$ cat config.mk
export PLATFORM = sky130hd
export DESIGN_NAME = lfsr_gen
export DESIGN_NICKNAME = d
export VERILOG_FILES = /design/src/rtl/lfsr_gen.sv
export SDC_FILE = /design/constraint.sdc
export NUM_CORES = 1
export LEC_CHECK = 0
export ABC_AREA = 1
export BUFFER_PORTS_ARGS = -buffer_cell sky130_fd_sc_hd__clkbuf_2
export CAP_MARGIN = 20
export CORE_MARGIN = 4
export CORE_UTILIZATION = 49
export CTS_CLUSTER_SIZE = 8
export DETAILED_ROUTE_END_ITERATION = 7
export GPL_ROUTABILITY_DRIVEN = 0
export PLACE_DENSITY = 0.82
export SLEW_MARGIN = 10
export SYNTH_ARGS = -nofsm -noshare
export SYNTH_HDL_FRONTEND = slang
export SYNTH_SLANG_ARGS = --single-unit
$ cat constraint.sdc
create_clock -name clk -period 2.1 [get_ports clk]
set_clock_uncertainty 0.2 [all_clocks]
set_input_delay 0.315 -clock clk [delete_from_list [all_inputs] [get_ports clk]]
set_output_delay 0.315 -clock clk [all_outputs]
set_load 0.02 [all_outputs]
$ cat src/rtl/lfsr_gen.sv
// lfsr_gen: parametrised Fibonacci/Galois LFSR with step enable, seed load
// with zero-lock protection, serial output and period measurement.
module lfsr_gen #(
    parameter int unsigned      WIDTH  = 8,
    parameter logic [WIDTH-1:0] POLY   = 8'h1D,
    parameter logic [WIDTH-1:0] SEED   = {{(WIDTH-1){1'b0}}, 1'b1},
    parameter int unsigned      GALOIS = 0
) (
    input  logic             clk,
    input  logic             rst,
    input  logic             en,
    input  logic             load,
    input  logic [WIDTH-1:0] seed_in,
    output logic [WIDTH-1:0] q,
    output logic             bit_out,
    output logic             wrap,
    output logic [WIDTH-1:0] period,
    output logic             lockup
);

    localparam logic [WIDTH-1:0] ONE = {{(WIDTH-1){1'b0}}, 1'b1};

    if (WIDTH < 2) begin : g_bad_width
        $error("lfsr_gen: WIDTH must be 2 or more");
    end
    if (POLY[0] == 1'b0) begin : g_bad_poly
        $error("lfsr_gen: POLY[0] must be 1");
    end
    if (SEED == '0) begin : g_bad_seed
        $error("lfsr_gen: SEED must be nonzero");
    end

    logic [WIDTH-1:0] q_r;
    logic [WIDTH-1:0] start_r;
    logic [WIDTH-1:0] cnt_r;
    logic [WIDTH-1:0] period_r;
    logic             wrap_r;
    logic             lock_r;

    logic [WIDTH-1:0] q_step;
    logic             fb;
    logic [WIDTH-1:0] seed_fix;
    logic             seed_zero;

    // Next LFSR state for one step, Fibonacci or Galois form.
    always_comb begin
        fb     = 1'b0;
        q_step = '0;
        if (GALOIS != 0) begin
            q_step = {q_r[WIDTH-2:0], 1'b0} ^ (q_r[WIDTH-1] ? POLY : '0);
        end else begin
            for (int unsigned k = 0; k < WIDTH; k++) begin
                fb = fb ^ (POLY[k] & q_r[WIDTH-1-k]);
            end
            q_step = {q_r[WIDTH-2:0], fb};
        end
    end

    // Zero seeds would lock the register; substitute SEED instead.
    always_comb begin
        seed_zero = (seed_in == '0);
        seed_fix  = seed_zero ? SEED : seed_in;
    end

    // State, cycle start, step counter and status pulses.
    always_ff @(posedge clk or negedge rst) begin
        if (!rst) begin
            q_r      <= SEED;
            start_r  <= SEED;
            cnt_r    <= '0;
            period_r <= '0;
            wrap_r   <= 1'b0;
            lock_r   <= 1'b0;
        end else if (load) begin
            q_r     <= seed_fix;
            start_r <= seed_fix;
            cnt_r   <= '0;
            lock_r  <= seed_zero;
            wrap_r  <= 1'b0;
        end else if (en) begin
            q_r    <= q_step;
            lock_r <= 1'b0;
            if (q_step == start_r) begin
                wrap_r   <= 1'b1;
                period_r <= cnt_r + ONE;
                cnt_r    <= '0;
            end else begin
                wrap_r <= 1'b0;
                cnt_r  <= cnt_r + ONE;
            end
        end else begin
            wrap_r <= 1'b0;
            lock_r <= 1'b0;
        end
    end

    assign q       = q_r;
    assign bit_out = q_r[WIDTH-1];
    assign wrap    = wrap_r;
    assign period  = period_r;
    assign lockup  = lock_r;

endmodule

# After elaboration in Yosys (flattened, before gate mapping)

Index checks and enable logic that the tools add are counted.

Register bits after elaboration: 34
Output and inout port bits: 19

$add $sub $neg: 1
Eq/ne operators: 1
Muxes and demuxes: 10
Bitwise operators: 4
Reduce and logical (&&, ||, !) cells: 3

Operator list:

| kind                                                           | count |
|---|---|
| 8-bit two-way mux                                              | 6 |
| 8-bit by 1-bit adder with 8-bit output (second input constant) | 1 |
| 8-bit == test                                                  | 1 |
| 8-bit logical NOT                                              | 1 |
| 1-bit two-way mux                                              | 4 |
| 3-bit AND reduction                                            | 1 |
| 1-bit bitwise XOR                                              | 3 |
| 2-bit nonzero test                                             | 1 |
| 1-bit NOT                                                      | 1 |

# Longest topological paths before layout

Word-level depth: 7
Depth in mapped cells: 10
Depth with buffers taken out: 10

# Least setup slack after synthesis

Ideal clock, no wire load.

Path type: register to register
Start point: reg q_r[0], in the netlist q[0]
End point: reg period_r[2], in the netlist period[2]
Arrival time: 1.361 ns
Required time: 1.783 ns
Slack: 0.422 ns
Stages on the path, launching flop included: 10
Buffers on the path: 0
Path through: dfstp_2 > inv_1 > nand2_1 > nand2_1 > nor2_1 > nand2_2 > nor2_8 > nand3_4 > nand2_1 > nand2_1

Longest elaborated chain between the ends: 2

RTL lines:

| item                          | line | source |
|---|---|---|
| start, declared               | 33   | `logic [WIDTH-1:0] q_r;` |
| start signal, assigned        | 75   | `q_r <= seed_fix;` |
| start signal, assigned        | 81   | `q_r <= q_step;` |
| 8-bit == test                 | 83   | `if (q_step == start_r) begin` |
| 3-bit AND reduction (no line) | -    |  |
| end signal, assigned          | 85   | `period_r <= cnt_r + ONE;` |
| end, declared                 | 36   | `logic [WIDTH-1:0] period_r;` |

Every way passes these cells.
A chain may end at the register's enable or synchronous reset.

# Final worst setup path

Start point: reg q_r[0], in the netlist q[0]
End point: reg period_r[6], in the netlist period[6]

The elaborated chain is that of the path after synthesis.

==> results.md <==
- Worst reg2reg setup slack: 340 ps
- Port-buffer cells: 30
- Max frequency: approximately 570 MHz
- Starting Density: between 50% and 60%
- Cell family contributing the most delay on the critical path: simple AND/OR/NAND/NOR gates
- Total Power: 0.00138 W
- Power density of the placed cells: between 600 and 700 mW/mm^2
- Status: complete, no violations
- Hold crit path type: input port to flop
- Vias in the first global route: between 1000 and 1500
- Die extent in x: 68.3 um
- Ports: 31
- Slew of the pin with the lowest slew margin: 812 ps
- Nature of the critical path startpoint: flop
- Total Negative Setup Slacks: 0 ps
- Final number of max-transition violations: 0
- Crit path largest cell delay: around 550 ps
- Routed wire length per instance: around 12 um
- Number of iterations in the first detailed-routing pass: 4
- Area grow syn2layout: 15.2%
- Number of nets produced by synthesis: 229
- Ys Warns: 0
- Combined global-route utilization of all metal layers: 17.9%
- Deepest clock path buffer count: 2
- Register bit count reported by yosys: 34
- Iteration-0 DRC count of the detailed router: 75
- Total number of vias: between 1000 and 1500
- Row count: 21
- Worst path arrival time: 1790 ps
- Number of diodes: 0
- Cells along the critical path: inv_1, nand2_1, nand2_1, nor2_1, nand2_2, nor2_8, nand3_4, nand2_1, nand2_1
- Antenna violations before repair: 0
- Detailed-route DRC error count: 0
- Critical path buffers and inverters: 1
- Maximum level of the CTS H-tree: 2
- Count of endpoints failing setup in the final report: 0
- Number of buffers created by CTS: 5
- Clock transition at the register clock pins on the worst setup and hold paths after CTS: 90 ps
- Remaining number of nets flagged by the antenna check after routing: 0
- TritonCTS clock tree: yes
- TritonCTS Sinks: 34
- Slew margin rel.: 45.9%
- Core Area: 0.00342 mm^2
- IR drop worst, VDD: 0.272 mV
- Clock Tree Root: sky130_fd_sc_hd__clkbuf_4
- Final WL: roughly 3600 um
- Number of max-cap violations: 0
- Final HPWL from detailed placement: 2770 um
- Setup repair after global routing missed its margin: false
- Mapped Avg Cell Area: 8.24 um^2
- Height of the die: 68.3 um
- Global-route wire length before repair: 6280 um
- Final core utilization: 60.0%
- Worst Path Max Fanout: 10
- Category of the critical setup timing path: flop to flop
- Data required time at the worst endpoint: 2130 ps
- Layout cells sized above 1: approximately 24%
- Worst Setup End Kind: flop
- Later-pin clock latency in the skew report: between 300 and 400 ps
- Pin count of the biggest net entering global routing: 35
- Drt via density: 5.01
- Cell with the largest stage delay on the worst path: sky130_fd_sc_hd__dfstp_2
- Fraction of the yosys area taken by sequential cells: 47.9%
- Remaining Overflow, GRT: 0
- Post-synthesis instance total: about 220
- Die Area: 0.00466 mm^2
- Post-synth cell types: 27
- Area of the mapped netlist: 0.00178 mm^2
- P_leak: 1.16 nW
- Final cycle utilization of the critical path: 83.6%
- Number of nets in the finished design: ~260
- Most numerous cell on the critical path: sky130_fd_sc_hd__nand2_1
- Fin crit period: 1760 ps
- Final hold vios: 0
==> registers in the layout, summed over array words and instances (netlist names) <==
signal and flops:
cnt_r 8, lockup 1, period 8, q 8, start_r 8, wrap 1
==> final cells by class <==
class	count	area, um^2
multi-input cells	146	782
well taps	46	57.6
fillers	312	1370
flip-flops and latches	34	853
clock buffers	7	55.1
inverters	30	113
repair buffers	34	185
clock inverters	1	5.00
==> cells in the mapped netlist <==
cell type,instances,area (um^2)
sky130_fd_sc_hd__nand2_4,2,22.5
sky130_fd_sc_hd__nor4_1,1,6.26
sky130_fd_sc_hd__a31o_2,1,8.76
sky130_fd_sc_hd__a22oi_1,1,7.51
sky130_fd_sc_hd__nor2_1,10,37.5
sky130_fd_sc_hd__o221ai_1,6,52.6
sky130_fd_sc_hd__nand2_1,77,289
sky130_fd_sc_hd__nand2_2,4,25.0
sky130_fd_sc_hd__inv_2,1,3.75
sky130_fd_sc_hd__nand3_1,5,25.0
sky130_fd_sc_hd__ha_1,1,12.5
sky130_fd_sc_hd__dfrtp_1,32,801
sky130_fd_sc_hd__nand3_4,1,17.5
sky130_fd_sc_hd__nor2_2,3,18.8
sky130_fd_sc_hd__clkinv_1,1,3.75
sky130_fd_sc_hd__nor2_8,1,20.0
sky130_fd_sc_hd__xor2_1,1,8.76
sky130_fd_sc_hd__buf_4,2,15.0
sky130_fd_sc_hd__buf_2,2,10.0
sky130_fd_sc_hd__o21ai_0,8,40.0
sky130_fd_sc_hd__nand4_1,11,68.8
sky130_fd_sc_hd__inv_1,28,105
sky130_fd_sc_hd__o211ai_1,1,7.51
sky130_fd_sc_hd__clkbuf_1,2,7.51
sky130_fd_sc_hd__xnor2_1,5,43.8
sky130_fd_sc_hd__nand3_2,7,70.1
sky130_fd_sc_hd__dfstp_2,2,52.6
==> worst reg2reg max path: stages, from the launching register on <==
cell and delay [ps]:
sky130_fd_sc_hd__dfstp_2 550, sky130_fd_sc_hd__inv_1 60, sky130_fd_sc_hd__nand2_1 50, sky130_fd_sc_hd__nand2_1 50, sky130_fd_sc_hd__nor2_1 160, sky130_fd_sc_hd__nand2_2 110
sky130_fd_sc_hd__nor2_8 190, sky130_fd_sc_hd__nand3_4 140, sky130_fd_sc_hd__nand2_1 90, sky130_fd_sc_hd__nand2_1 50
==> layer usage <==
metal | part of all wire (%) | track usage (%) | vias to the layer above
li1 | - | - | 766
met1 | 47 | 22.5 | 697
met2 | 48 | 29.5 | 23
met3 | 4.4 | 5.58 | 6
met4 | 1.1 | 4.96 | 0
met5 | 0 | 0 | -
==> cell usage in the layout, fill, tap and decap left out, types with 2 or more instances in the layout <==
master	instances
sky130_fd_sc_hd__dfrtp_1	32
sky130_fd_sc_hd__nand2_1	77
sky130_fd_sc_hd__o21ai_0	8
sky130_fd_sc_hd__dlygate4sd3_1	2
sky130_fd_sc_hd__inv_1	28
sky130_fd_sc_hd__nor2_2	3
sky130_fd_sc_hd__nand2_4	2
sky130_fd_sc_hd__buf_4	2
sky130_fd_sc_hd__o221ai_1	6
sky130_fd_sc_hd__nand3_2	7
sky130_fd_sc_hd__clkbuf_2	30
sky130_fd_sc_hd__nand3_1	5
sky130_fd_sc_hd__nand2_2	4
sky130_fd_sc_hd__nor2_1	10
sky130_fd_sc_hd__dfstp_2	2
sky130_fd_sc_hd__nand4_1	11
sky130_fd_sc_hd__clkbuf_4	5
sky130_fd_sc_hd__xnor2_1	5
==> timing repair <==
item                      CTS  global route
resized for setup           0             0
hold endpoints to repair   33             0
hold buffers                2             0
setup buffers               0             0
==> worst paths after layout <==
check | depth (start not counted) | end | from
max in group asynchronous | 2 | period[7] | rst
max | 9 | period[6] | q[0]
max reg2reg | 9 | period[6] | q[0]
min reg2reg | 2 | period[7] | period[7]
min | 3 | start_r[2] | seed_in[2]
min in group asynchronous | 2 | cnt_r[3] | rst
==> metrics by stage <==
stage,cell area (um^2),hold WS (ps),setup WS (ps),std cells
6_report,2050,24.2,345,298
5_1_grt,2050,35.9,180,298
4_1_cts,2050,23.1,333,298
3_5_place_dp,1970,250,313,288
3_3_place_gp,1970,240,365,288
2_1_floorplan,1780,-181,422,216
==> cell families (layout without fill, tap and decap cells) <==
family | after synthesis | after routing | synth area share, %
adder cells (fa/ha/maj) | 1 | 1 | 0.703
flip-flops | 34 | 34 | 47.9
buffers and inverters | 36 | 72 | 8.15
AND/OR/NAND/NOR | 122 | 122 | 33.7
AO/OA/AOI/OAI | 17 | 17 | 6.54
XOR/XNOR | 6 | 6 | 2.95
==> report_power, final <==
part / internal (W) / switching [W]
Sequential: 0.000697 / 0.0000345
Combinational: 0.0000927 / 0.000188
Clock: 0.000162 / 0.000209
No activity file was read; power rests on OpenSTA's default activity.
